**config.mk**
```make
export PLATFORM = sky130hd
export DESIGN_NAME = mc_controller_ws
export DESIGN_NICKNAME = d
export VERILOG_FILES = /design/src/rtl/mc_ctrl_pkg.sv /design/src/rtl/mc_condlogic.sv /design/src/rtl/mc_controller_ws.sv
export SDC_FILE = /design/constraint.sdc
export NUM_CORES = 1
export LEC_CHECK = 0
export CAP_MARGIN = 20
export CORE_ASPECT_RATIO = 1.25
export CORE_MARGIN = 2
export CORE_UTILIZATION = 35
export DETAILED_ROUTE_END_ITERATION = 7
export GPL_TIMING_DRIVEN = 0
export PLACE_DENSITY = 0.79
export SYNTH_ARGS = -nofsm -noshare
export SYNTH_HDL_FRONTEND = slang
export SYNTH_SLANG_ARGS = --single-unit
```
**constraint.sdc**
```tcl
create_clock -name clk -period 1.8 [get_ports clk]
set_input_delay 0.36 -clock clk [delete_from_list [all_inputs] [get_ports clk]]
set_output_delay 0.36 -clock clk [all_outputs]
set_load 0.05 [all_outputs]
```
**src/rtl/mc_ctrl_pkg.sv**
```systemverilog
// Shared types and encodings for the multicycle ARM controller with bus wait states.
// Holds the FSM state enum, ALU operation codes, mux-select encodings, cond codes and DP cmd codes.
// No logic lives here; the controller and condition logic import it.
package mc_ctrl_pkg;

   typedef enum logic [3:0] {
      S_FETCH,
      S_DECODE,
      S_MEMADR,
      S_MEMRD,
      S_MEMWR,
      S_MEMWB,
      S_EXECUTER,
      S_EXECUTEI,
      S_ALUWB,
      S_BRANCH
   } state_t;

   // ALU operations (3 bits internally, truncated to the configured width)
   localparam logic [2:0] ALU_ADD = 3'd0;
   localparam logic [2:0] ALU_SUB = 3'd1;
   localparam logic [2:0] ALU_AND = 3'd2;
   localparam logic [2:0] ALU_ORR = 3'd3;
   localparam logic [2:0] ALU_EOR = 3'd4;

   // Result mux selects
   localparam logic [1:0] RES_ALUOUT    = 2'b00;
   localparam logic [1:0] RES_DATA      = 2'b01;
   localparam logic [1:0] RES_ALURESULT = 2'b10;
   localparam logic [1:0] RES_PC        = 2'b11;

   // ALU B-operand selects
   localparam logic [1:0] SRCB_REG  = 2'b00;
   localparam logic [1:0] SRCB_IMM  = 2'b01;
   localparam logic [1:0] SRCB_FOUR = 2'b10;

   // Instruction classes (Instr[27:26])
   localparam logic [1:0] OP_DP  = 2'b00;
   localparam logic [1:0] OP_MEM = 2'b01;
   localparam logic [1:0] OP_BR  = 2'b10;

   // Condition codes (Instr[31:28])
   localparam logic [3:0] COND_EQ = 4'b0000;
   localparam logic [3:0] COND_NE = 4'b0001;
   localparam logic [3:0] COND_CS = 4'b0010;
   localparam logic [3:0] COND_CC = 4'b0011;
   localparam logic [3:0] COND_MI = 4'b0100;
   localparam logic [3:0] COND_PL = 4'b0101;
   localparam logic [3:0] COND_VS = 4'b0110;
   localparam logic [3:0] COND_VC = 4'b0111;
   localparam logic [3:0] COND_HI = 4'b1000;
   localparam logic [3:0] COND_LS = 4'b1001;
   localparam logic [3:0] COND_GE = 4'b1010;
   localparam logic [3:0] COND_LT = 4'b1011;
   localparam logic [3:0] COND_GT = 4'b1100;
   localparam logic [3:0] COND_LE = 4'b1101;
   localparam logic [3:0] COND_AL = 4'b1110;
   localparam logic [3:0] COND_NV = 4'b1111;

   // Data-processing cmd field (Instr[24:21])
   localparam logic [3:0] CMD_AND = 4'b0000;
   localparam logic [3:0] CMD_EOR = 4'b0001;
   localparam logic [3:0] CMD_SUB = 4'b0010;
   localparam logic [3:0] CMD_ADD = 4'b0100;
   localparam logic [3:0] CMD_TST = 4'b1000;
   localparam logic [3:0] CMD_CMP = 4'b1010;
   localparam logic [3:0] CMD_ORR = 4'b1100;

endpackage

```
**src/rtl/mc_condlogic.sv**
```systemverilog
// Condition logic: NZCV flags register, CondEx evaluation and gating of architectural writes.
// Latency: CondEx and write gating are combinational; flags update on the clock edge ending the state.
// No backpressure of its own; the caller only raises flagw in execute states, never in wait states.
module mc_condlogic
   import mc_ctrl_pkg::*;
(
   input  logic       clk,
   input  logic       reset,
   input  logic [3:0] cond,
   input  logic [3:0] aluflags,
   input  logic [1:0] flagw,
   input  logic       regw,
   input  logic       memw,
   input  logic       pcs,
   input  logic       fetch_done,
   input  logic       pcwb,
   output logic       pcwrite,
   output logic       regwrite,
   output logic       memwrite
);

   logic [3:0] flags;
   logic       n, z, c, v;
   logic       condex;

   assign {n, z, c, v} = flags;

   // Evaluate the instruction's condition against the registered (old) flags
   always_comb begin
      condex = 1'b0;
      case (cond)
         COND_EQ: condex = z;
         COND_NE: condex = ~z;
         COND_CS: condex = c;
         COND_CC: condex = ~c;
         COND_MI: condex = n;
         COND_PL: condex = ~n;
         COND_VS: condex = v;
         COND_VC: condex = ~v;
         COND_HI: condex = c & ~z;
         COND_LS: condex = ~c | z;
         COND_GE: condex = (n == v);
         COND_LT: condex = (n != v);
         COND_GT: condex = ~z & (n == v);
         COND_LE: condex = z | (n != v);
         COND_AL: condex = 1'b1;
         default: condex = 1'b0;
      endcase
   end

   // Flags register: NZ and CV groups written independently, only when the condition passes
   always_ff @(posedge clk) begin
      if (reset) begin
         flags <= 4'b0000;
      end else begin
         if (flagw[1] && condex) flags[3:2] <= aluflags[3:2];
         if (flagw[0] && condex) flags[1:0] <= aluflags[1:0];
      end
   end

   // A completed fetch always advances the PC; everything else respects the condition
   assign pcwrite  = fetch_done | ((pcs | pcwb) & condex);
   assign regwrite = regw & condex;
   assign memwrite = memw & condex;

endmodule

```
**src/rtl/mc_controller_ws.sv**
```systemverilog
// Multicycle ARM control unit: main FSM, ALU decoder and condition logic, with bus wait states.
// Latency: LDR 5, STR 4, DP 4, B/BL 3 cycles; each MemReady=0 cycle adds one to its memory state.
// Backpressure: FETCH, MEMRD and MEMWR hold with MemReq=1 until MemReady=1; no other state stalls.
module mc_controller_ws
   import mc_ctrl_pkg::*;
#(
   parameter int ALUCTRL_W  = 2,
   parameter bit SUPPORT_BL = 1'b1
) (
   input  logic                 clk,
   input  logic                 reset,
   input  logic [19:0]          Instr,
   input  logic [3:0]           ALUFlags,
   input  logic                 MemReady,
   output logic                 MemReq,
   output logic                 PCWrite,
   output logic                 MemWrite,
   output logic                 RegWrite,
   output logic                 IRWrite,
   output logic                 AdrSrc,
   output logic [1:0]           RegSrc,
   output logic                 ALUSrcA,
   output logic [1:0]           ALUSrcB,
   output logic [1:0]           ResultSrc,
   output logic [1:0]           ImmSrc,
   output logic [ALUCTRL_W-1:0] ALUControl,
   output logic                 LinkSel
);

   // Instr carries bits [31:12]; field offsets below are relative to bit 12
   logic [3:0] cond;
   logic [1:0] op;
   logic       ibit;
   logic [3:0] cmd;
   logic       sbit;     // S for data processing, L for memory
   logic       link;     // Instr[24] in branches
   logic [3:0] rd;
   logic       unused_rn;

   assign cond      = Instr[19:16];
   assign op        = Instr[15:14];
   assign ibit      = Instr[13];
   assign cmd       = Instr[12:9];
   assign sbit      = Instr[8];
   assign link      = Instr[12];
   assign rd        = Instr[3:0];
   assign unused_rn = ^Instr[7:4];

   state_t     state, state_nxt;
   logic [2:0] dp_op, alu_op;
   logic       dp_valid, dp_nowrite, dp_regw;
   logic [1:0] dp_flagw, flagw;
   logic       regw, memw, pcs, pcwb, fetch_done;

   // ALU decoder: unsupported cmds become a flag-preserving, non-writing NOP
   always_comb begin
      dp_op      = ALU_ADD;
      dp_valid   = 1'b1;
      dp_nowrite = 1'b0;
      case (cmd)
         CMD_ADD: dp_op = ALU_ADD;
         CMD_SUB: dp_op = ALU_SUB;
         CMD_AND: dp_op = ALU_AND;
         CMD_ORR: dp_op = ALU_ORR;
         CMD_EOR: begin
            if (ALUCTRL_W >= 3) dp_op = ALU_EOR;
            else                dp_valid = 1'b0;
         end
         CMD_CMP: begin
            dp_op      = ALU_SUB;
            dp_nowrite = 1'b1;
         end
         CMD_TST: begin
            dp_op      = ALU_AND;
            dp_nowrite = 1'b1;
         end
         default: dp_valid = 1'b0;
      endcase
      if (!dp_valid) dp_op = ALU_ADD;
      dp_regw     = dp_valid & ~dp_nowrite;
      dp_flagw[1] = dp_valid & sbit;
      dp_flagw[0] = dp_valid & sbit &
                    ((cmd == CMD_ADD) | (cmd == CMD_SUB) | (cmd == CMD_CMP));
   end

   // State register
   always_ff @(posedge clk) begin
      if (reset) state <= S_FETCH;
      else       state <= state_nxt;
   end

   // Next-state and per-state control; reset masks every enable so nothing fires mid-reset
   always_comb begin
      state_nxt  = state;
      MemReq     = 1'b0;
      IRWrite    = 1'b0;
      fetch_done = 1'b0;
      AdrSrc     = 1'b0;
      ALUSrcA    = 1'b0;
      ALUSrcB    = SRCB_REG;
      ResultSrc  = RES_ALUOUT;
      alu_op     = ALU_ADD;
      regw       = 1'b0;
      memw       = 1'b0;
      pcs        = 1'b0;
      pcwb       = 1'b0;
      flagw      = 2'b00;
      LinkSel    = 1'b0;
      case (state)
         S_FETCH: begin
            MemReq    = 1'b1;
            ALUSrcA   = 1'b1;
            ALUSrcB   = SRCB_FOUR;
            ResultSrc = RES_ALURESULT;
            if (MemReady) begin
               IRWrite    = 1'b1;
               fetch_done = 1'b1;
               state_nxt  = S_DECODE;
            end
         end
         S_DECODE: begin
            ALUSrcA = 1'b1;
            ALUSrcB = SRCB_FOUR;
            case (op)
               OP_MEM:  state_nxt = S_MEMADR;
               OP_DP:   state_nxt = ibit ? S_EXECUTEI : S_EXECUTER;
               OP_BR:   state_nxt = S_BRANCH;
               default: state_nxt = S_FETCH;
            endcase
         end
         S_MEMADR: begin
            ALUSrcB   = SRCB_IMM;
            state_nxt = sbit ? S_MEMRD : S_MEMWR;
         end
         S_MEMRD: begin
            MemReq = 1'b1;
            AdrSrc = 1'b1;
            if (MemReady) state_nxt = S_MEMWB;
         end
         S_MEMWR: begin
            MemReq = 1'b1;
            AdrSrc = 1'b1;
            memw   = 1'b1;
            if (MemReady) state_nxt = S_FETCH;
         end
         S_MEMWB: begin
            ResultSrc = RES_DATA;
            regw      = 1'b1;
            pcwb      = (rd == 4'hF);
            state_nxt = S_FETCH;
         end
         S_EXECUTER, S_EXECUTEI: begin
            ALUSrcB   = (state == S_EXECUTEI) ? SRCB_IMM : SRCB_REG;
            alu_op    = dp_op;
            flagw     = dp_flagw;
            state_nxt = S_ALUWB;
         end
         S_ALUWB: begin
            ResultSrc = RES_ALUOUT;
            regw      = dp_regw;
            pcwb      = dp_regw & (rd == 4'hF);
            state_nxt = S_FETCH;
         end
         S_BRANCH: begin
            ALUSrcB   = SRCB_IMM;
            ResultSrc = RES_ALURESULT;
            pcs       = 1'b1;
            if (SUPPORT_BL && link) begin
               ResultSrc = RES_PC;
               regw      = 1'b1;
               LinkSel   = 1'b1;
            end
            state_nxt = S_FETCH;
         end
         default: state_nxt = S_FETCH;
      endcase
      if (reset) begin
         MemReq     = 1'b0;
         IRWrite    = 1'b0;
         fetch_done = 1'b0;
         regw       = 1'b0;
         memw       = 1'b0;
         pcs        = 1'b0;
         pcwb       = 1'b0;
         flagw      = 2'b00;
         LinkSel    = 1'b0;
      end
   end

   assign ALUControl = ALUCTRL_W'(alu_op);
   assign ImmSrc     = op;
   assign RegSrc     = {(op == OP_MEM) & ~sbit, (op == OP_BR)};

   mc_condlogic u_condlogic (
      .clk        (clk),
      .reset      (reset),
      .cond       (cond),
      .aluflags   (ALUFlags),
      .flagw      (flagw),
      .regw       (regw),
      .memw       (memw),
      .pcs        (pcs),
      .fetch_done (fetch_done),
      .pcwb       (pcwb),
      .pcwrite    (PCWrite),
      .regwrite   (RegWrite),
      .memwrite   (MemWrite)
   );

endmodule

```
==> results by stage <==
Drt:
- The sum of routed wire segments on met1 is 1.28 mm.
- The final route contains 1274 vias.
- In the detailed route, the total length drawn on met2 is 1.93 mm.
- In this run, the number of DRC markers left after iteration 0 of detailed routing was 35.
- The detail-routed via count per cell is 5.52.
- The total wire length after detailed routing is 3.40 mm.
- The count of nets left with antenna violations once routing finished came out at 0.
- The first TritonRoute pass finished after 4 iterations.
- The uppermost layer routed is met4.
- After detailed routing, the average wire length per cell comes to 14.7 um.
- The total length of routed met3 wires is 164 um.
- The count of unresolved DRC violations after routing is 0.

Timing:
- Setup repair after global routing could not meet its margin everywhere.
- The total count of hold-check failures in the final report is 0.
- After layout, the worst path uses 127% of the clock period.
- The tightest slew margin relative to the limit is 70.9%.
- The post-route worst setup slack is -0.488 ns.
- The number of pins exceeding their max-slew limit in the final report was 0.
- The top achievable clock speed is 437 MHz.
- On the final layout, the worst clock skew is 0.00111 ns.
- Setup violations remaining at the end of the flow were counted as 7.
- At the pin with the least slew margin, the transition time is 0.426 ns.
- After layout, the minimum clock period comes to 2.29 ns.

Pwr:
- Dividing total power by cell area gives a power density of 505 nW/um^2.
- The standby leakage power is 0.000771 uW.
- The total power is 966 uW.
- The worst ir drop on vdd is 0.480 mV.

Logic synthesis:
- After synthesis, the cell types taking the most area are dfxtp_1, nand2b_1, a21oi_1, mux2i_1, nor3_1.
- Counting flops and latches in the post-synthesis netlist gives 8.
- The sequential-to-total area share from yosys stat is 15.6%.
- The synthesized netlist occupies a cell area of 1030 sq um.
- When the netlist entered floorplanning its net count stood at 171.
- The synthesized instance count is 144.
- The cell taking the most area after synthesis is dfxtp_1.
- During synthesis, Yosys emitted a total of 0 warnings.
- Counting flops with a built-in enable in the synthesized netlist gives 0.
- The top cell type by area accounts for 15.6% of the synthesized area.
- The most used flip-flop cell after synthesis is dfxtp_1.
- Counting flops with an async set or reset pin after synthesis yields a share of 0%.
- The number of different library cells used by synthesis comes to 50.
- A synthesized cell averages 7.13 sq um.

Critical path:
- The worst reg-to-reg setup slack is 0.02 ns.
- The worst reg2reg path startpoint is u_condlogic.flags[0].
- The critical path in this run is classified as register to output port.
- The worst setup path startpoint is u_condlogic.flags[0].
- The signal arrival time at the worst endpoint is 1.93 ns.
- The critical path data required time is 1.44 ns.
- The type of element capturing the critical path is an output port.
- Along the worst path, the maximum fanout reaches 6.
- The startpoint type of the worst setup path is a register.

Clock network:
- The number of buffers on the longest clock path is 2.
- The clock tree root driver cell is clkbuf_4.
- The clock slew seen by the registers of the worst setup and hold paths is 0.05 ns.
- The clock sink count is 8.
- At the later pin of the worst-skew pair, clock insertion delay measures 0.25 ns.
- The number of H-tree levels is 1.
- The total clock buffers created by CTS is 3.
- The TritonCTS clock tree is yes.

Finish:
- The number of cells in the finished layout apart from fillers is 231.
- The top cell types in the final layout, fill and taps aside, are buf_4, buf_6, nor2_1, nand2b_1, clkdlybuf4s50_1.
- The repair_antennas step left the layout with diodes totalling 0.
- The most common cell after layout, fill and taps aside is buf_4.
- In the final design database the tool counted 224 nets.
- The proportion of layout cells with a drive suffix above 1 is 47.2%.
- The area growth from synthesis to layout is 86.2%.

Floorplan:
- The area of the die is 3390 sq um.
- The floorplan step set the die width to 52.5 um.
- The die extent in y is 64.6 um.
- The floorplan step defined a core boundary enclosing 2860 sq um.
- The placement row count is 22.
- In this run the count of I/O pins placed on the die edge is 45.
- The initial standard-cell utilization of the core is 35.9%.

Place:
- After detailed placement, the design holds a cell count of 219.
- Input and output buffers added on the ports amount to 39.
- The routability-driven placement congestion ratio is 0.788.
- Detailed placement finished with a half-perimeter wire length of 2.42 mm.
- The post-place setup slack is -1.65 ns.

GRT:
- The pin count of the biggest net entering global routing is 11.
- The number of antenna violations at the first check in global routing is 0.
- For this run the aggregate overflow at the end of global routing stands at 0.
- The first-pass GRT wire length is 5.33 mm.
- In the global route stage, overall resource usage came out at 20.4%.
- The number of global-route vias before repair was 1242.

Status:
- The checks that failed: setup timing.
- The flow ran to the end, but the final reports show violations.

Run:
- The number of max-cap violations is 0.

Min path:
- The type of the most critical hold path is register to register.
- The startpoint of the tightest hold check path is u_condlogic.flags[1].
==> cell usage after synthesis (all sizes together), types with 2 or more instances <==
master   instances
inv              6
and2b            3
a2bb2oi          2
nor2            11
o21ai            5
dfxtp            8
and3             2
a21oi           10
nand2b          10
a2111oi          2
mux2i            5
and4bb           2
nor3b            3
nor2b            5
xor2             2
nor3            10
buf              6
nand3            4
a211oi           3
a31oi            3
or3              2
clkbuf           9
nand2           10
==> critical path: stages, from the launching register on <==
cell and delay, ns:
dfxtp_4 0.37, and4bb_1 0.29, a21oi_2 0.04, a311o_1 0.37, and3_4 0.19, o41ai_4 0.22, buf_6 0.20
==> report_power, final <==
part	switching, uW	leakage [uW]	internal (uW)
combinational	366	0.000689	255
sequential	21.5	0.0000683	189
clock	58.5	0.0000138	76.1
total	446	0.000771	520
==> logic make-up after synthesis <==
kind of cell	Yosys count	share of synthesized area, %
XOR/XNOR	3	2.56
buffers and inverters	21	9.50
AO/OA/AOI/OAI	37	26.7
flip-flops	8	15.6
AND/OR/NAND/NOR	69	39.7
multiplexers	6	5.97
==> state kept, by name (all words and copies together) (netlist names) <==
register / flops
state: 4
u_condlogic.flags: 4
==> area by class of cell <==
type	instances	area, sq um
Multi-Input combinational cell	115	1020
Fill cell	240	950
Timing Repair Buffer	52	492
Sequential cell	8	176
Buffer	11	130
Tap cell	36	45.0
Inverter	6	28.8
Clock buffer	3	22.5
==> metal layers <==
| metal | GRT usage (%) | vias to the layer above |
|---|---|---|
| met5 | 0 | - |
| met4 | 5.45 | 0 |
| met3 | 3.23 | 4 |
| met2 | 40.0 | 42 |
| met1 | 21.3 | 606 |
| li1 | - | 622 |
==> per-stage QoR <==
stage | TNS (ns) | cell area [sq um] | hold WS (ns) | utilization (%)
after detailed placement | -17.20 | 1600 | 0.498 | 56.0
after floorplan | -3.14 | 1170 | 0.467 | -
after global placement | -16.58 | 1600 | 0.492 | 56.0
final | -1.42 | 1910 | 0.516 | 66.8
after CTS | -1.74 | 1850 | 0.513 | 64.6
after global routing | -2.09 | 1910 | 0.563 | 66.8
==> path summary, 6_finish.rpt <==
kind                          endpoint  cells past startpoint
setup / recovery               PCWrite                      6
hold / removal    u_condlogic.flags[1]                      2
setup reg to reg  u_condlogic.flags[3]                      6
hold reg to reg   u_condlogic.flags[1]                      2
==> repair_timing <==
item,in CTS,in global routing
pin swaps,11,9
gates cloned,0,0
setup endpoints to repair,23,19
hold buffers,0,0
gates resized for setup,175,20
buffers inserted,10,4
Power figures use the tool's default switching activity.
